==> config.mk <==
export PLATFORM = sky130hd
export DESIGN_NAME = csa_add_arbiter
export DESIGN_NICKNAME = d
export VERILOG_FILES = /design/src/rtl/csa_pkg.sv /design/src/rtl/csa_add_arbiter_csa16.sv /design/src/rtl/csa_add_arbiter.sv
export SDC_FILE = /design/constraint.sdc
export NUM_CORES = 1
export LEC_CHECK = 0
export CORE_ASPECT_RATIO = 0.75
export CORE_MARGIN = 2
export CORE_UTILIZATION = 40
export CTS_CLUSTER_SIZE = 14
export DETAILED_ROUTE_END_ITERATION = 8
export MAX_ROUTING_LAYER = met4
export PLACE_DENSITY = 0.8
export SLEW_MARGIN = 15
export SYNTH_ARGS = -nofsm -noshare
export SYNTH_HDL_FRONTEND = slang
export SYNTH_SLANG_ARGS = --single-unit
export TNS_END_PERCENT = 1
==> constraint.sdc <==
create_clock -name clk -period 8.6 [get_ports clk]
set_input_delay 0.86 -clock clk [delete_from_list [all_inputs] [get_ports clk]]
set_output_delay 0.86 -clock clk [all_outputs]
set_load 0.005 [all_outputs]
==> src/rtl/csa_pkg.sv <==
// Shared types and constants for the shared-adder arbiter.
// Imported by the arbiter top and its 16-bit carry-select adder.
package csa_pkg;

  localparam int HALF_W      = 16;
  localparam int FULL_W      = 32;
  localparam int NUM_CLIENTS = 2;

  typedef enum logic [1:0] {
    IDLE,
    LO,
    HI,
    DONE
  } state_t;

  function automatic logic [NUM_CLIENTS-1:0] id2oh(
    input logic id
  );
    return id ? 2'b10 : 2'b01;
  endfunction

endpackage

==> src/rtl/csa_add_arbiter_csa16.sv <==
// 16-bit carry-select adder: 4-bit blocks, each computed
// for both carry-in values and selected by the incoming carry.
module V_CSA16
  import csa_pkg::*;
(
  input  logic [HALF_W-1:0] i_a,
  input  logic [HALF_W-1:0] i_b,
  input  logic              i_cin,
  output logic [HALF_W-1:0] o_sum,
  output logic              o_cout
);

  localparam int BLK  = 4;
  localparam int NBLK = HALF_W / BLK;

  logic [BLK:0] w_s0;
  logic [BLK:0] w_s1;
  logic         w_carry;

  always_comb begin
    w_carry = i_cin;
    w_s0    = '0;
    w_s1    = '0;
    o_sum   = '0;
    for (int i = 0; i < NBLK; i++) begin
      w_s0 = {1'b0, i_a[i*BLK +: BLK]}
           + {1'b0, i_b[i*BLK +: BLK]};
      w_s1 = {1'b0, i_a[i*BLK +: BLK]}
           + {1'b0, i_b[i*BLK +: BLK]}
           + (BLK+1)'(1);
      o_sum[i*BLK +: BLK] = w_carry ? w_s1[BLK-1:0]
                                    : w_s0[BLK-1:0];
      w_carry = w_carry ? w_s1[BLK] : w_s0[BLK];
    end
    o_cout = w_carry;
  end

endmodule

==> src/rtl/csa_add_arbiter.sv <==
// Round-robin sharing of one 16-bit carry-select adder between
// two clients; 32-bit adds take a low pass then a high pass.
module csa_add_arbiter
  import csa_pkg::*;
#(
  parameter int RR_INIT = 0,
  parameter int WIDE_EN = 1
) (
  input  logic                   clk,
  input  logic                   rst_n,
  input  logic [NUM_CLIENTS-1:0] req,
  input  logic [NUM_CLIENTS-1:0] wide,
  input  logic [FULL_W-1:0]      opa0,
  input  logic [FULL_W-1:0]      opb0,
  input  logic                   cin0,
  input  logic [FULL_W-1:0]      opa1,
  input  logic [FULL_W-1:0]      opb1,
  input  logic                   cin1,
  output logic [NUM_CLIENTS-1:0] gnt,
  output logic                   busy,
  output logic [NUM_CLIENTS-1:0] done,
  output logic [FULL_W-1:0]      sum,
  output logic                   cout
);

  localparam logic P_PTR0 = (RR_INIT != 0);
  localparam logic P_WIDE = (WIDE_EN != 0);

  state_t r_state;
  logic   r_id;
  logic   r_wide;
  logic   r_carry;
  logic   r_ptr;

  logic              w_pick;
  logic              w_pick_wide;
  logic [FULL_W-1:0] w_a;
  logic [FULL_W-1:0] w_b;
  logic              w_cin;
  logic              w_hi;
  logic [HALF_W-1:0] w_add_a;
  logic [HALF_W-1:0] w_add_b;
  logic [HALF_W-1:0] w_add_sum;
  logic              w_add_cin;
  logic              w_add_cout;

  always_comb begin
    w_pick = r_ptr;
    unique case (1'b1)
      (req == 2'b01): w_pick = 1'b0;
      (req == 2'b10): w_pick = 1'b1;
      default:        w_pick = r_ptr;
    endcase
  end

  assign w_pick_wide = (w_pick ? wide[1] : wide[0]) & P_WIDE;

  // Operands are read live; clients hold them until done.
  assign w_a   = r_id ? opa1 : opa0;
  assign w_b   = r_id ? opb1 : opb0;
  assign w_cin = r_id ? cin1 : cin0;
  assign w_hi  = (r_state == HI);

  assign w_add_a = w_hi ? w_a[FULL_W-1:HALF_W]
                        : w_a[HALF_W-1:0];
  assign w_add_b = w_hi ? w_b[FULL_W-1:HALF_W]
                        : w_b[HALF_W-1:0];
  assign w_add_cin = w_hi ? r_carry : w_cin;

  V_CSA16 u_csa (
    .i_a    (w_add_a),
    .i_b    (w_add_b),
    .i_cin  (w_add_cin),
    .o_sum  (w_add_sum),
    .o_cout (w_add_cout)
  );

  assign busy = (r_state != IDLE);

  always_ff @(posedge clk or negedge rst_n) begin
    if (!rst_n) begin
      r_state <= IDLE;
      r_id    <= 1'b0;
      r_wide  <= 1'b0;
      r_carry <= 1'b0;
      r_ptr   <= P_PTR0;
      gnt     <= '0;
      done    <= '0;
      sum     <= '0;
      cout    <= 1'b0;
    end else begin
      done <= '0;
      unique case (r_state)
        IDLE: begin
          if (|req) begin
            r_id    <= w_pick;
            r_wide  <= w_pick_wide;
            gnt     <= id2oh(w_pick);
            r_state <= LO;
          end
        end
        LO: begin
          sum[HALF_W-1:0] <= w_add_sum;
          r_carry         <= w_add_cout;
          if (r_wide) begin
            r_state <= HI;
          end else begin
            sum[FULL_W-1:HALF_W] <= '0;
            cout                 <= w_add_cout;
            done                 <= id2oh(r_id);
            r_state              <= DONE;
          end
        end
        HI: begin
          sum[FULL_W-1:HALF_W] <= w_add_sum;
          cout                 <= w_add_cout;
          done                 <= id2oh(r_id);
          r_state              <= DONE;
        end
        DONE: begin
          r_ptr   <= ~r_id;
          gnt     <= '0;
          r_state <= IDLE;
        end
        default: r_state <= IDLE;
      endcase
    end
  end

endmodule

==> impl_metrics.csv, run 1 <==
group,metric,value,unit
status,status,"finished clean",
grt,grt_pass1_wl,16400,µm
worst_setup_path,r2r_start,"r_state[0]",
worst_setup_path,ff2ff_path_depth,16,
route,first_pass_iters,4,
worst_setup_path,worstPathMaxFanout,37,
power,pwr-share-seq,16.2,%
power,p_per_area,433,nW/µm²
die,die_area,9310,µm²
die,boundaryPins,174,
timing,finalCritPeriodShare,54.0,%
worst_hold_path,hp-class,"reg2reg",
worst_setup_path,crit_arrival,4.80,ns
logic_synthesis,synth_edf_count,0,
job,drv_cap,0,
power,swShare,45.6,%
grt,antenna_found_initial,0,
power,vdd_ir_drop_max,0.000199,V
die,rows,29,
grt,grt_max_degree,44,
grt,grt_pass1_vias,3360,
clock_tree,cts_htree_levels,2,
placement,portBuffers,173,
logic_synthesis,yosysUniqueCellTypes,40,
die,die_h,84.1,µm
grt,busiest_layer,"met2",
timing,skew,0.00481,ns
clock_tree,cts_setup_buffers,0,
worst_setup_path,cp-end-kind,"register",
grt,met1_usage,29.8,%
clock_tree,post_cts_resized,0,
logic_synthesis,yosysTopAreaCellShare,31.5,%
worst_setup_path,crit_start,"r_state[0]",
worst_setup_path,cp-start-kind,"register",
die,core,8380,µm²
power,power_leakage,2.22,nW
route,vias_per_cell,5.39,
logic_synthesis,synth_seq_cells,43,
route,drt-total-wl,10100,µm
grt,grt_use_met3,2.61,%
timing,slew_violations,0,
clock_tree,clkSlewWorstSetupHoldPaths,0.06,ns
worst_setup_path,cp.required,8.75,ns
grt,track_usage,22.5,%
clock_tree,postCtsHoldBufs,0,
logic_synthesis,synth_common_cells,"43 x dfrtp_1, 32 x mux4_2, 26 x ha_1, 25 x a21oi_1, 25 x nand2_1",
grt,grt.overflow.total,0,
placement,hpwlAfterDp,8330,µm
logic_synthesis,synth_area_leaders,"dfrtp_1 31%, mux4_2 21%, ha_1 9.5%, a21oi_1 3.7%, o21ai_0 3.5%",
route,vias,3191,
worst_setup_path,reg2reg_slack,3.96,ns
die,initial_utilization,40.8,%
worst_setup_path,crit_type,"reg2reg",
grt,grt_use_met2,37.7,%
placement,gp_congestion,0.932,
clock_tree,cts-root-buf,"clkbuf_16",
timing,fmax,215,MHz
clock_tree,cts-buffers-inserted,5,
logic_synthesis,synth_nets,481,
route,drt_iter0_drc,148,
timing,slew_headroom,37.1,%
logic_synthesis,synth_area_leader_cell,"dfrtp_1",
layout,drive_above_1_share,11.6,%
timing,tightest_slew,0.943,ns
timing,hold_violations,0,
logic_synthesis,syn-instance-count,315,
clock_tree,cts_tree,"built",
layout,fill_cells,669,
clock_tree,max-clock-path-buffers,2,
timing,fin_crit,4.64,ns
logic_synthesis,ys_async_sr_fraction,100,%
worst_setup_path,r2r_end,"sum[15]",
logic_synthesis,synth.cell_area,3420,µm²
power,p_clk_share,10.2,%
worst_setup_path,cp-endpoint,"sum[15]",
route,ant_nets,0,
logic_synthesis,synth.most_common_cell,"dfrtp_1",
timing,fin_setup_tns,0,ns
layout,finalNetCount,649,
power,p_sw,0.00107,W
layout,seq_area,1080,µm²
timing,setup_violations,0,
clock_tree,clock_sinks,43,
route,avgRoutedWirePerCell,17.1,µm
logic_synthesis,yosysWarnings,0,
power,comb_power_share,73.6,%
logic_synthesis,yosysSeqAreaShare,31.5,%
logic_synthesis,yosys_most_used_dff,"dfrtp_1",
timing,rsz0062_at_grt,"no",
clock_tree,clock_latency,0.28,ns
layout,final_util,64.8,%
layout,antenna_cells,0,
layout,multi_input_comb_area,2200,µm²
power,p_int,0.00128,W
die,die_x,111,µm
logic_synthesis,syn_area_per_cell,10.9,µm²
route,post-route-drc-count,0,
layout,syn_to_final_growth,58.9,%
-- worst min-delay path by stage --
stage               startpoint      end  slack, ns  cells past startpoint
finish                 sum[25]  sum[25]       0.48                      2
global route           sum[17]  sum[17]       0.51                      2
CTS                    sum[17]  sum[17]       0.48                      2
detailed placement     sum[25]  sum[25]       0.47                      2
global placement       sum[20]  sum[20]       0.46                      2
floorplan               r_wide   r_wide       0.47                      2
-- placed cells by master, fill, tap and decap left out, types with 6 or more instances in the layout --
| master | Yosys | routed |
|---|---|---|
| a21oi_1 | 25 | 25 |
| inv_1 | 23 | 23 |
| o21ai_0 | 24 | 24 |
| xor2_1 | 6 | 6 |
| nand2_1 | 25 | 25 |
| dfrtp_1 | 43 | 42 |
| mux4_2 | 32 | 32 |
| xnor2_1 | 13 | 13 |
| a21o_1 | 7 | 7 |
| clkdlybuf4s50_1 | 0 | 172 |
| nor2_1 | 22 | 22 |
| nand3_1 | 8 | 8 |
| ha_1 | 26 | 24 |
-- per-layer routing --
metal	up-vias	part of all wire, %
met5	-	0
met3	12	5.3
met2	145	49
met4	0	1.4
li1	1491	-
met1	1543	44
-- flip-flops by register name, indices dropped and copies added, names as in the netlist --
name and flops:
cout 1, done 2, gnt 2, r_carry 1
r_id 1, r_ptr 1, r_state 2, r_wide 1
sum 32
-- cell families after synthesis --
group	after synthesis	share of synthesized area, %
buffers and inverters	37	4.21
XOR/XNOR	21	5.82
adder cells (fa/ha/maj)	30	11.9
multiplexers	43	25.0
flip-flops	43	31.5
AND/OR/NAND/NOR	79	11.6
AO/OA/AOI/OAI	62	10.1
-- power groups by stage --
| stage | clock, W | sequential (W) | combinational (W) |
|---|---|---|---|
| 6_report | 0.000240 | 0.000381 | 0.00173 |
| 5_1_grt | 0.000251 | 0.000391 | 0.00191 |
| 3_5_place_dp | 0 | 0.000381 | 0.00171 |
| 3_3_place_gp | 0 | 0.000377 | 0.00164 |
| 4_1_cts | 0.000241 | 0.000382 | 0.00173 |
| 2_1_floorplan | 0 | 0.000362 | 0.00118 |
-- through the flow --
stage	setup WS [ns]	cell area (µm²)	hold WS, ns	total power (W)	cells
detailed placement	3.97	5240	0.471	0.00209	584
global route	3.72	5430	0.509	0.00255	592
finish	3.96	5430	0.481	0.00235	592
CTS	3.94	5430	0.485	0.00235	592
global placement	4.15	5240	0.461	0.00201	584
floorplan	4.51	3420	0.472	0.00154	315
-- final cells by class --
class                   instances  area share, %
clock buffers                   6           2.37
clock inverters                 2           1.11
inverters                      23           1.59
multi-input cells             235           40.6
flip-flops and latches         43           19.8
well taps                     108           2.49
repair buffers                175           32.1
-- critical path, stage by stage (launching register included) --
cell	delay, ns
dfrtp_1	0.44
inv_1	0.13
ha_2	0.78
mux4_2	0.42
ha_1	0.23
inv_1	0.07
fa_1	0.44
inv_1	0.08
ha_1	0.16
nand2_1	0.08
nor4_4	0.20
xnor2_2	0.19
and3_1	0.22
nor3_4	0.24
xnor2_2	0.19
nor4b_1	0.21
or3_1	0.41
No activity file was read; power rests on OpenSTA's default activity.
==> run 2, diff against run 1 <==
CORE_UTILIZATION = 37   (was 40)
PLACE_DENSITY = 0.78   (was 0.8)
clock period = 4.23 ns   (was 8.6 ns; I/O delays follow)
==> run 2 against run 1 <==
Against the previous run:
- final cell count rose by 1.4%
- combinational power grew 110%
- clock power rose by 80%
- non-clock buffer count grew 4
- worst setup slack worse by 3.7 ns
- utilization is 4.0 points lower
- register-to-register slack worse by 3.7 ns
- worst hold slack worse by 0.19 ns
- wire length is 1.0% higher
- clock skew decreased by 0.00079 ns
- largest power group unchanged
==> impl_metrics.csv, run 2 (synthesis gave the netlist of run 1 again) <==
group,metric,value,unit
worst_setup_path,crit_type,"reg2reg",
layout,drive_above_1_share,12.3,%
route,vias,3130,
layout,layout_commonest_cell,"clkdlybuf4s50_1",
worst_setup_path,critical_path.top_delay_family,"simple AND/OR/NAND/NOR gates",
route,drt_iter0_drc,138,
power,pwr-share-seq,16.2,%
clock_tree,clock_latency,0.28,ns
grt,grt_pass1_vias,3168,
clock_tree,cts_setup_buffers,0,
power,p_clk_share,9.1,%
route,drt-total-wl,10200,µm
die,die_h,87.2,µm
die,initial_utilization,37.9,%
timing,tightest_slew,0.943,ns
placement,hpwlAfterDp,8560,µm
route,ant_nets,0,
route,avgRoutedWirePerCell,17.0,µm
die,rows,30,
grt,antenna_found_initial,0,
grt,grt_max_degree,44,
layout,largest_reg_flops,32,
power,comb_power_share,74.8,%
timing,fin_crit,3.96,ns
clock_tree,cts-buffers-inserted,5,
timing,finalCritPeriodShare,93.6,%
timing,fmax,252,MHz
timing,hold_slack,0.290,ns
worst_hold_path,hp-class,"in2async",
layout,fill_cells,724,
layout,finalNetCount,653,
route,first_pass_iters,5,
clock_tree,postCtsHoldBufs,0,
timing,setup_violations,0,
route,post-route-drc-count,0,
grt,grt_pass1_wl,16100,µm
worst_setup_path,crit_arrival,4.12,ns
status,status,"finished clean",
timing,hold_violations,0,
power,power_leakage,2.24,nW
layout,syn_to_final_growth,60.3,%
placement,gp_congestion,0.860,
worst_setup_path,critPathBufInv,2,
placement,portBuffers,173,
power,p_int,0.00258,W
worst_setup_path,path_cells,"mux4_2, ha_1, inv_1, fa_1, inv_1, ha_1, nand2_1, nor4_4, xnor2_2, and3_1, nor3_4, xnor2_4, nor4b_1, or3_1",
timing,skew,0.00401,ns
grt,grt.overflow.total,0,
power,swShare,45.9,%
clock_tree,clock_sinks,43,
worst_setup_path,crit_slowest_cell,"dfrtp_2",
layout,final_cell_mix,"172 x clkdlybuf4s50_1, 42 x dfrtp_1, 32 x mux4_2",
timing,slew_headroom,37.1,%
clock_tree,max-clock-path-buffers,2,
worst_setup_path,cp-end-kind,"register",
worst_setup_path,cp-start-kind,"register",
clock_tree,cts-root-buf,"clkbuf_16",
clock_tree,cts_tree,"built",
power,vdd_ir_drop_max,0.000352,V
worst_setup_path,worstPathMaxFanout,11,
route,vias_per_cell,5.22,
die,core,9010,µm²
die,die_area,10000,µm²
layout,antenna_cells,0,
layout,regMostFlops,"sum",
job,drv_cap,0,
clock_tree,cts_htree_levels,2,
timing,rsz0062_at_grt,"no",
grt,track_usage,21.5,%
die,boundaryPins,174,
worst_setup_path,cp.required,4.39,ns
worst_setup_path,max_stage_delay,0.60,ns
timing,fin_setup_tns,0,ns
die,die_x,115,µm
power,p_sw,0.00219,W
clock_tree,clkSlewWorstSetupHoldPaths,0.06,ns
power,p_per_area,870,nW/µm²
timing,slew_violations,0,
==> run 2: cell type report <==
type,count,area (µm²),share of cell area [%]
inverters,23,86.3,1.58
well taps,112,140,2.56
clock buffers,5,125,2.28
flip-flops and latches,43,1080,19.7
clock inverters,3,43.8,0.799
multi-input cells,235,2220,40.6
repair buffers,179,1780,32.6
==> run 2: power groups by stage <==
stage          sequential [W]  combinational, W  clock [W]
2_1_floorplan        0.000736           0.00239          0
3_3_place_gp         0.000770           0.00338          0
3_5_place_dp         0.000774           0.00350          0
4_1_cts              0.000771           0.00352   0.000440
5_1_grt              0.000798           0.00397   0.000462
6_report             0.000770           0.00356   0.000433
==> run 2: path summary, 6_finish.rpt <==
check,end,from,slack [ns],cells past startpoint
hold / removal,sum[16],rst_n,0.29,1
min in group clk,sum[25],sum[25],0.48,2
setup / recovery,sum[15],r_id,0.27,14
setup reg to reg,sum[15],r_id,0.27,14
max in group asynchronous,r_id,rst_n,3.30,1
hold reg to reg,sum[25],sum[25],0.48,2
==> run 2: worst reg2reg max path, stage by stage (launching register included) <==
cell     delay (ns)
dfrtp_2        0.60
mux4_2         0.57
ha_1           0.22
inv_1          0.08
fa_1           0.45
inv_1          0.08
ha_1           0.15
nand2_1        0.08
nor4_4         0.19
xnor2_2        0.18
and3_1         0.22
nor3_4         0.29
xnor2_4        0.16
nor4b_1        0.19
or3_1          0.38
==> run 2: what timing repair did <==
| action | in CTS | in global routing |
|---|---|---|
| endpoints found under the hold margin | 0 | 0 |
| resized for setup | 0 | 2 |
| endpoints found under the setup margin | 0 | 3 |
==> run 2: layer usage <==
metal / wire [µm] / part of all wire (%) / global-route usage [%] / up-vias
met5: 0 / 0 / - / -
li1: - / - / - / 1497
met1: 4490 / 44 / 28.1 / 1490
met3: 651 / 6.4 / 4.59 / 15
met2: 4960 / 49 / 35.0 / 128
met4: 112 / 1.1 / 3.94 / 0
==> run 2: stage by stage <==
| step | utilization (%) | power, W | setup slack (ns) | area, µm² | instances |
|---|---|---|---|---|---|
| 4_1_cts | 60.6 | 0.00473 | 0.185 | 5460 | 600 |
| 6_report | 60.8 | 0.00477 | 0.269 | 5480 | 600 |
| 3_5_place_dp | 58.7 | 0.00427 | 0.0984 | 5290 | 592 |
| 5_1_grt | 60.8 | 0.00523 | 0.00467 | 5480 | 600 |
| 3_3_place_gp | 58.7 | 0.00415 | 0.192 | 5290 | 592 |
| 2_1_floorplan | - | 0.00313 | 0.143 | 3420 | 315 |
==> run 3, diff against run 2 <==
GPL_ROUTABILITY_DRIVEN = 0   (was unset)
SKIP_CTS_REPAIR_TIMING = 1   (was unset)
==> results of run 3 <==
Same layout as run 2: the final DEF is identical, and so are final timing and power.
